==> src/rtl/mem_bank_arbiter.sv <==
// mem_bank_arbiter: single-bank request arbiter and response router.
// Round-robin among narrow ports, time-bounded narrow priority over the wide
// port, fixed-latency response routing back to the granted requestor.
// Optional feature: define LAGD_MEM_ARB_STALL_CNT_EN to build the stall counter.
module mem_bank_arbiter #(
  parameter int unsigned NumNarrowReq      = 4,
  parameter int unsigned AddrWidth         = 10,
  parameter int unsigned DataWidth         = 32,
  parameter int unsigned WidePriorityWait  = 4,
  parameter int unsigned BankAccessLatency = 1,
  parameter int unsigned CntWidth          = 16
) (
  input  logic                                  clk_i,
  input  logic                                  rst_ni,
  input  logic [NumNarrowReq-1:0]               narrow_req_i,
  output logic [NumNarrowReq-1:0]               narrow_gnt_o,
  input  logic [NumNarrowReq*AddrWidth-1:0]     narrow_addr_i,
  input  logic [NumNarrowReq-1:0]               narrow_we_i,
  input  logic [NumNarrowReq*DataWidth-1:0]     narrow_wdata_i,
  input  logic [NumNarrowReq*DataWidth/8-1:0]   narrow_be_i,
  output logic [NumNarrowReq-1:0]               narrow_rvalid_o,
  output logic [DataWidth-1:0]                  narrow_rdata_o,
  input  logic                                  wide_req_i,
  input  logic                                  wide_we_i,
  output logic                                  wide_gnt_o,
  output logic                                  wide_rvalid_o,
  input  logic [AddrWidth-1:0]                  wide_addr_i,
  input  logic [DataWidth-1:0]                  wide_wdata_i,
  input  logic [DataWidth/8-1:0]                wide_be_i,
  output logic [DataWidth-1:0]                  wide_rdata_o,
  output logic                                  bank_req_o,
  output logic                                  bank_we_o,
  output logic [AddrWidth-1:0]                  bank_addr_o,
  output logic [DataWidth-1:0]                  bank_wdata_o,
  output logic [DataWidth/8-1:0]                bank_be_o,
  input  logic [DataWidth-1:0]                  bank_rdata_i,
  output logic [CntWidth-1:0]                   stall_cnt_o
);

  localparam int unsigned IdxWidth  = (NumNarrowReq > 1) ? $clog2(NumNarrowReq) : 1;
  localparam int unsigned WaitWidth = (WidePriorityWait > 0) ? $clog2(WidePriorityWait + 1) : 1;
  localparam int unsigned BeWidth   = DataWidth / 8;

  typedef enum logic {
    PRIO_NARROW,
    PRIO_WIDE
  } prio_e;

  typedef struct packed {
    logic                vld;
    logic                wide;
    logic [IdxWidth-1:0] idx;
  } rsp_t;

  prio_e                  prio_mode;
  logic [IdxWidth-1:0]    rr_ptr_q, rr_ptr_d;
  logic [WaitWidth-1:0]   wait_cnt_q, wait_cnt_d;
  logic                   any_narrow;
  logic                   narrow_found;
  logic [IdxWidth-1:0]    narrow_sel;
  int unsigned            rr_cand;
  logic                   wide_gnt;
  logic [NumNarrowReq-1:0] narrow_gnt;
  rsp_t                   rsp_head_d;
  rsp_t                   pipe_q [BankAccessLatency];
  rsp_t                   rsp_tail;

  // Wide port takes priority once it has waited the full bound
  always_comb begin
    prio_mode = PRIO_NARROW;
    if ((WidePriorityWait != 0) && (wait_cnt_q == WaitWidth'(WidePriorityWait))) begin
      prio_mode = PRIO_WIDE;
    end
  end

  // Round-robin search starting one past the last narrow winner
  always_comb begin
    narrow_found = 1'b0;
    narrow_sel   = '0;
    rr_cand      = 0;
    for (int unsigned off = 1; off <= NumNarrowReq; off++) begin
      rr_cand = 32'(rr_ptr_q) + off;
      if (rr_cand >= NumNarrowReq) begin
        rr_cand = rr_cand - NumNarrowReq;
      end
      if (!narrow_found && narrow_req_i[rr_cand[IdxWidth-1:0]]) begin
        narrow_found = 1'b1;
        narrow_sel   = rr_cand[IdxWidth-1:0];
      end
    end
  end

  // Grant decision: wide wins when alone or in wide-priority mode
  always_comb begin
    any_narrow = |narrow_req_i;
    wide_gnt   = wide_req_i & (~any_narrow | (prio_mode == PRIO_WIDE));
    narrow_gnt = '0;
    if (!wide_gnt && narrow_found) begin
      narrow_gnt[narrow_sel] = 1'b1;
    end
  end

  assign narrow_gnt_o = narrow_gnt;
  assign wide_gnt_o   = wide_gnt;

  // Bank payload mux; defaults to the wide payload when no narrow grant
  always_comb begin
    bank_req_o   = wide_gnt | (|narrow_gnt);
    bank_we_o    = wide_we_i;
    bank_addr_o  = wide_addr_i;
    bank_wdata_o = wide_wdata_i;
    bank_be_o    = wide_be_i;
    for (int unsigned i = 0; i < NumNarrowReq; i++) begin
      if (narrow_gnt[i]) begin
        bank_we_o    = narrow_we_i[i];
        bank_addr_o  = narrow_addr_i[i*AddrWidth +: AddrWidth];
        bank_wdata_o = narrow_wdata_i[i*DataWidth +: DataWidth];
        bank_be_o    = narrow_be_i[i*BeWidth +: BeWidth];
      end
    end
  end

  // Arbitration next-state: pointer follows narrow winner, wait counter saturates
  always_comb begin
    rr_ptr_d = rr_ptr_q;
    if (!wide_gnt && narrow_found) begin
      rr_ptr_d = narrow_sel;
    end
    wait_cnt_d = '0;
    if (wide_req_i && !wide_gnt) begin
      if (wait_cnt_q == WaitWidth'(WidePriorityWait)) begin
        wait_cnt_d = wait_cnt_q;
      end else begin
        wait_cnt_d = wait_cnt_q + 1'b1;
      end
    end
  end

  // Arbitration state registers
  always_ff @(posedge clk_i) begin
    if (!rst_ni) begin
      rr_ptr_q   <= IdxWidth'(NumNarrowReq - 1);
      wait_cnt_q <= '0;
    end else begin
      rr_ptr_q   <= rr_ptr_d;
      wait_cnt_q <= wait_cnt_d;
    end
  end

  // Response pipeline head entry: one per grant, reads and writes alike
  always_comb begin
    rsp_head_d      = '0;
    rsp_head_d.vld  = bank_req_o;
    rsp_head_d.wide = wide_gnt;
    rsp_head_d.idx  = narrow_sel;
  end

  // Response pipeline shift register; reset drops in-flight entries
  always_ff @(posedge clk_i) begin
    if (!rst_ni) begin
      for (int unsigned s = 0; s < BankAccessLatency; s++) begin
        pipe_q[s] <= '0;
      end
    end else begin
      pipe_q[0] <= rsp_head_d;
      for (int unsigned s = 1; s < BankAccessLatency; s++) begin
        pipe_q[s] <= pipe_q[s-1];
      end
    end
  end

  assign rsp_tail = pipe_q[BankAccessLatency-1];

  // Route the tail entry to its originator; suppressed while in reset
  always_comb begin
    narrow_rvalid_o = '0;
    wide_rvalid_o   = 1'b0;
    if (rst_ni && rsp_tail.vld) begin
      if (rsp_tail.wide) begin
        wide_rvalid_o = 1'b1;
      end else begin
        narrow_rvalid_o[rsp_tail.idx] = 1'b1;
      end
    end
  end

  assign narrow_rdata_o = bank_rdata_i;
  assign wide_rdata_o   = bank_rdata_i;

`ifdef LAGD_MEM_ARB_STALL_CNT_EN
  logic [CntWidth-1:0] stall_cnt_q, stall_cnt_d;
  logic                stall_any;

  // Count cycles where any requestor is left waiting, saturating
  always_comb begin
    stall_any   = (|(narrow_req_i & ~narrow_gnt)) | (wide_req_i & ~wide_gnt);
    stall_cnt_d = stall_cnt_q;
    if (stall_any && (stall_cnt_q != '1)) begin
      stall_cnt_d = stall_cnt_q + 1'b1;
    end
  end

  // Stall counter register
  always_ff @(posedge clk_i) begin
    if (!rst_ni) begin
      stall_cnt_q <= '0;
    end else begin
      stall_cnt_q <= stall_cnt_d;
    end
  end

  assign stall_cnt_o = rst_ni ? stall_cnt_q : '0;
`else
  assign stall_cnt_o = '0;
`endif

endmodule

==> config.mk <==
export PLATFORM = sky130hd
export DESIGN_NAME = mem_bank_arbiter
export DESIGN_NICKNAME = d
export VERILOG_FILES = /design/src/rtl/mem_bank_arbiter.sv
export SDC_FILE = /design/constraint.sdc
export NUM_CORES = 1
export LEC_CHECK = 0
export ABC_AREA = 1
export CAP_MARGIN = 15
export CORE_AREA = 2 2 160 162
export DETAILED_ROUTE_END_ITERATION = 16
export DIE_AREA = 0 0 162 164
export PLACE_DENSITY = 0.47
export SYNTH_ARGS = -nofsm -noshare
export SYNTH_HDL_FRONTEND = slang
export SYNTH_SLANG_ARGS = --single-unit
==> constraint.sdc <==
create_clock -name clk_i -period 2.8 [get_ports clk_i]
set_clock_uncertainty 0.1 [all_clocks]
set_input_delay 0.56 -clock clk_i [delete_from_list [all_inputs] [get_ports clk_i]]
set_output_delay 0.56 -clock clk_i [all_outputs]
set_load 0.02 [all_outputs]
======== Word level (Yosys, flattened, before mapping) ========
Memory sizes are Yosys's and may differ from the RTL's.
Index checks and enable logic that the tools add are counted.
word-level totals
  register bits ........................... 5
  memory bits (writable) .................. 4
  output and inout port bits .............. 138
  memories kept ........................... 1
operators by class
  add/subtract/negate cells ............... 9
  magnitude comparators ................... 12
  equal/unequal tests ..................... 1
  mux-type cells .......................... 50
  bitwise gates (word level) .............. 4
  reduce and logical (&&, ||, !) cells .... 16
memories
  name    words  width  rd ports  clocked after memory_dff  wr ports  RTL line  RTL
  pipe_q  1      4      1         0                         1         65        rsp_t pipe_q [BankAccessLatency];
operators with widths
  kind                 count
  $mux 32              4
  $mux 10              4
  $mux 4               8
  $mux 1               20
  $lt 2x3->1 const B   6
  $mux 2               8
  $reduce_or 4->1      3
  $ge 3x3->1 const B   3
  $bmux 1 s2           4
  $logic_and 1x1->1    8
  $sub 2x1->2 const B  4
  $add 2x2->3 const B  2
  $add 2x3->4 const B  1
  $demux 1 s2          2
  $ge 2x1->1 const B   2
  $ge 4x3->1 const B   1
  $logic_not 1->1      4
  $add 2x1->3 const B  1
  $add 3x1->3 const B  1
  $eq 3x3->1 const B   1
  $or 1x1->1           2
  $reduce_and 2->1     1
  $and 1x1->1          1
  $not 1->1            1

======== Logic depth before layout (Yosys ltp) ========
  depth in word-level cells ............... 24
  mapped depth ............................ 19

======== Worst setup path after synthesis ========
Ideal clock, no wire load.
  path kind ............................... input to output
  start point ............................. input narrow_req_i[3]
  end point ............................... output bank_wdata_o[30]
  data arrival time ....................... 1.964 ns
  path slack .............................. 0.176 ns
  stages on the path ...................... 13
  path buffers ............................ 2
  path through ............................ inv_1 -> nand3_1 -> nand2_1 -> nand2_1 -> nand2_1 -> a21oi_2 -> buf_2 -> buf_2 -> nand3_1 -> nand3_1 -> nand2_1 -> nand2_1 -> nand2_1
on the way
  cells in the longest elaborated chain, start to end .. 21
  elaborated cells between the ends (all ways) .. 38
  classes of those cells .................. order compare (2); mux (23); bitwise (3); reduce/logical (10)
RTL lines
  what                                                            RTL line  RTL
  start, declared                                                 15        input logic [NumNarrowReq-1:0] narrow_req_i,
  $bmux 1 s2                                                      86        if (!narrow_found && narrow_req_i[rr_cand[IdxWidth-1:0]]) begin
  $mux 1 (implied by the code)                                    86
  $mux 1                                                          86
  $logic_not 1->1                                                 86
  $logic_and 1x1->1                                               86
  $mux 1                                                          86
  $logic_not 1->1                                                 86
  $logic_and 1x1->1                                               86
  [... 3 more ...]                                                -
  $mux 2                                                          86
  $lt 2x3->1 (implied by the code) or $ge 2x1->1 (tied branches)  99        narrow_gnt[narrow_sel] = 1'b1;
  $logic_and 1x1->1 (implied by the code)                         99
  $mux 1 (implied by the code)                                    99
  $demux 1 s2                                                     99
  $mux 4 (*)                                                      98        if (!wide_gnt && narrow_found) begin
  $mux 32 (3 in a row)                                            114       if (narrow_gnt[i]) begin
  $mux 32 (*)                                                     114
  end, declared                                                   34        output logic [DataWidth-1:0] bank_wdata_o,
Mark *: on every way between the ends. The rest lies on a longest branch, timed or not. The select of a mux whose other input is x is not followed.

======== Worst setup path in the final report ========
  start point ............................. register rr_ptr_q[0]
  end point ............................... output bank_wdata_o[26]
on the way
  cells in the longest elaborated chain, start to end .. 24
  elaborated cells between the ends (all ways) .. 49
  classes of those cells .................. add/sub (8); order compare (6); mux (27); reduce/logical (8)
RTL lines
  what                                                            RTL line  RTL
  start, declared                                                 56        logic [IdxWidth-1:0] rr_ptr_q, rr_ptr_d;
  start signal, assigned                                          142       rr_ptr_q <= IdxWidth'(NumNarrowReq - 1);
  start signal, assigned                                          145       rr_ptr_q <= rr_ptr_d;
  $add 2x1->3                                                     82        rr_cand = 32'(rr_ptr_q) + off;
  $ge 3x3->1 or $sub 2x1->2 (tied branches)                       83, 84
  $mux 2                                                          83        if (rr_cand >= NumNarrowReq) begin
  $bmux 1 s2                                                      86
  $mux 1 (implied by the code)                                    86
  $mux 1                                                          86
  $logic_not 1->1                                                 86
  $logic_and 1x1->1                                               86
  [... 6 more ...]                                                -
  $mux 2                                                          86
  $lt 2x3->1 (implied by the code) or $ge 2x1->1 (tied branches)  99
  $logic_and 1x1->1 (implied by the code)                         99
  $mux 1 (implied by the code)                                    99
  $demux 1 s2                                                     99
  $mux 4 (*)                                                      98
  $mux 32 (3 in a row)                                            114
  $mux 32 (*)                                                     114
Marks and branches as above.

==> flow_metrics.tcl <==
set metrics [dict create \
    fin_crit_ns 3.11 \
    die_h_microns 164 \
    die_x_microns 162 \
    fin_ws_ns -0.315 \
    cp_data_arrival_time_ns 2.45 \
    grt.total_usage 0.171 \
    fmax_mhz 321 \
    fin_crit_sh 1.11 \
    r2r-end "rr_ptr_q[0]" \
    port_buffers 299 \
    postRouteAntennaNets 0 \
    ys_types 24 \
    postLayoutCellArea_sq_um 8970 \
    synth-edff-count 0 \
    drtIter0Drc 250 \
    critPathLaunch "rr_ptr_q[0]" \
    drt_first_pass_iters 4 \
    via_per_inst 4.05 \
    antenna_found_initial 0 \
    avgRoutedWirePerCell_microns 16.2 \
    synth_seq_cells 9 \
    synth_top_family_by_area "simple AND/OR/NAND/NOR gates" \
    drc 0 \
    clk_pin_slew_worst_paths_ns 0.04 \
    place.gp.congestion 0.828 \
    drv_cap 0 \
    final_cell_mix "340 x nand2_1, 244 x clkdlybuf4s50_1, 138 x inv_1" \
    synth-compound-area-share 0.0101 \
    n_antenna_cell 0 \
    hold_viol 0 \
    cts_max_level 1 \
    vias 6210 \
    drt-total-wl_microns 24900 \
    synth_adder_area_share 0.00597 \
    synth_mux_area_frac 0 \
    grt_pass1_vias 6140 \
    grt_max_degree 30 \
    critical_path_class "register to output port" \
    drv_slew 0 \
    grt_pass1_wl_microns 34900 \
    synth_area_sq_um 4190 \
    synthSimpleGateAreaFrac 0.580 \
    die_area_sq_um 26600 \
    synthXorXnorAreaFrac 0.00209 \
    postCtsHoldBufs 0 \
    synth_cells 900 \
    r2r_cells 13 \
    hold_class "register to register" \
    cts_tree "yes" \
    ys_seq_area_frac 0.0430 \
    synth_ff_type "dfxtp_1" \
    dpl_cell_area_sq_um 7370 \
    nFillCells 2745 \
    reg2reg_setup_slack_ns 0.89 \
    cp-start-kind "register" \
    reg2reg_from "rr_ptr_q[0]" \
    io_pins 412 \
    setup.worst_path.end "bank_wdata_o[26]" \
    clock_latency_ns 0.23 \
    required_ns 2.14 \
    multiInputGateArea_sq_um 3030 \
    failed_checks "setup timing" \
    cts_made_buffers 3 \
    grt_setup_unrepaired "yes" \
    final_common_cell "nand2_1" \
    dp_hpwl_microns 17100 \
    worstSetupEndpointType "output port" \
    drive_gt1_frac 0.261 \
    rows 58 \
    synthToLayoutAreaGrowth_pct 114 \
    cts_num_sinks 9 \
    path_max_fanout 8 \
    synthArstFlopShare 0 \
    cts-root-buf "clkbuf_16" \
    grt-ovfl-total 0 \
    setup_viol 49 \
    status "finished, violations left" \
    cts_buffer_depth 2 \
    yosys_warnings 0 \
    synth.avg_cell_area_sq_um 4.66 \
    fin_nets 1480 \
    start_util 0.169 \
    core-area_sq_um 24800 \
    regArea_sq_um 188 \
]
[through the flow]
step,instances,worst slack [ns],TNS (ns),utilization,hold slack [ns]
final,1533,-0.315,-12.22,0.361,0.408
after global placement,1470,-1.10,-50.86,0.297,0.401
after detailed placement,1470,-1.11,-52.10,0.297,0.402
after CTS,1522,-0.312,-11.50,0.344,0.411
after floorplan,915,0.176,0,-,0.317
after global routing,1533,-0.453,-19.34,0.361,0.431
[cells by family after synthesis]
family                   count (synthesis)
AND/OR/NAND/NOR                        588
buffers and inverters                  292
flip-flops                               9
AO/OA/AOI/OAI                            7
adder cells (fa/ha/maj)                  2
XOR/XNOR                                 1
other                                    1
[worst max-delay path, cell delays in order, from the launching register on]
cell and delay [ns]:
dfxtp_4 0.37, buf_12 0.13, nand2_2 0.07, nand2_4 0.07, nand2_2 0.06, nand2_2 0.10, inv_4 0.05, nand3_2 0.06
nand3_2 0.10, nor2_4 0.17, buf_6 0.16, nand2_8 0.06, buf_12 0.15, buf_12 0.14, buf_12 0.14, nand3_2 0.07
nand2_1 0.05, nand2_1 0.07, nand2_1 0.06, buf_6 0.13
[worst min path at each step]
stage	startpoint	endpoint	depth (start not counted)
finish	wait_cnt_q[0]	wait_cnt_q[0]	2
global route	rr_ptr_q[0]	rr_ptr_q[0]	1
floorplan	wait_cnt_q[0]	wait_cnt_q[0]	1
CTS	wait_cnt_q[0]	wait_cnt_q[0]	2
detailed placement	wait_cnt_q[0]	wait_cnt_q[0]	2
global placement	wait_cnt_q[0]	wait_cnt_q[0]	2
[flip-flops by register name, indices dropped and copies added, names as in the netlist]
register / cells
pipe_q: 4
wait_cnt_q: 3
rr_ptr_q: 2
[layout make-up]
cell class / instances / share of cell area
clock buffers: 3 / 0.00837
clock inverters: 1 / 0.000558
inverters: 161 / 0.0685
multi-input cells: 614 / 0.338
flip-flops and latches: 9 / 0.0209
well taps: 330 / 0.0460
repair buffers: 415 / 0.518
[synth_stat cells (2+ instances only)]
master	count	area, sq um
nand2_1	419	1570
nand3_1	149	746
inv_1	145	544
buf_4	95	713
buf_2	19	95.1
inv_2	15	56.3
clkbuf_1	12	45.0
dfxtp_1	9	180
nor2_1	7	26.3
a21oi_1	4	20.0
nor2_2	4	25.0
nor4_1	4	25.0
buf_6	3	33.8
buf_1	2	7.51
ha_1	2	25.0
nand2_2	2	12.5
nand4_1	2	12.5
[layer usage]
metal / global-route usage / up-vias / wire (microns)
met5: 0 / - / 0
met4: 0.0648 / 0 / 919
met3: 0.0295 / 58 / 1860
met2: 0.302 / 242 / 11800
met1: 0.208 / 2724 / 10300
li1: - / 3186 / -
[repair_timing]
item / 4_1_cts / 5_1_grt
gates resized for setup: 419 / 88
pin swaps: 31 / 44
setup endpoints to repair: 53 / 51
gates cloned: 13 / 6
setup buffers: 38 / 8
Power of run 1 is left out: the tool's default activity adds up to more than one toggle a clock period on the data nets, which glitch-free logic cannot reach.
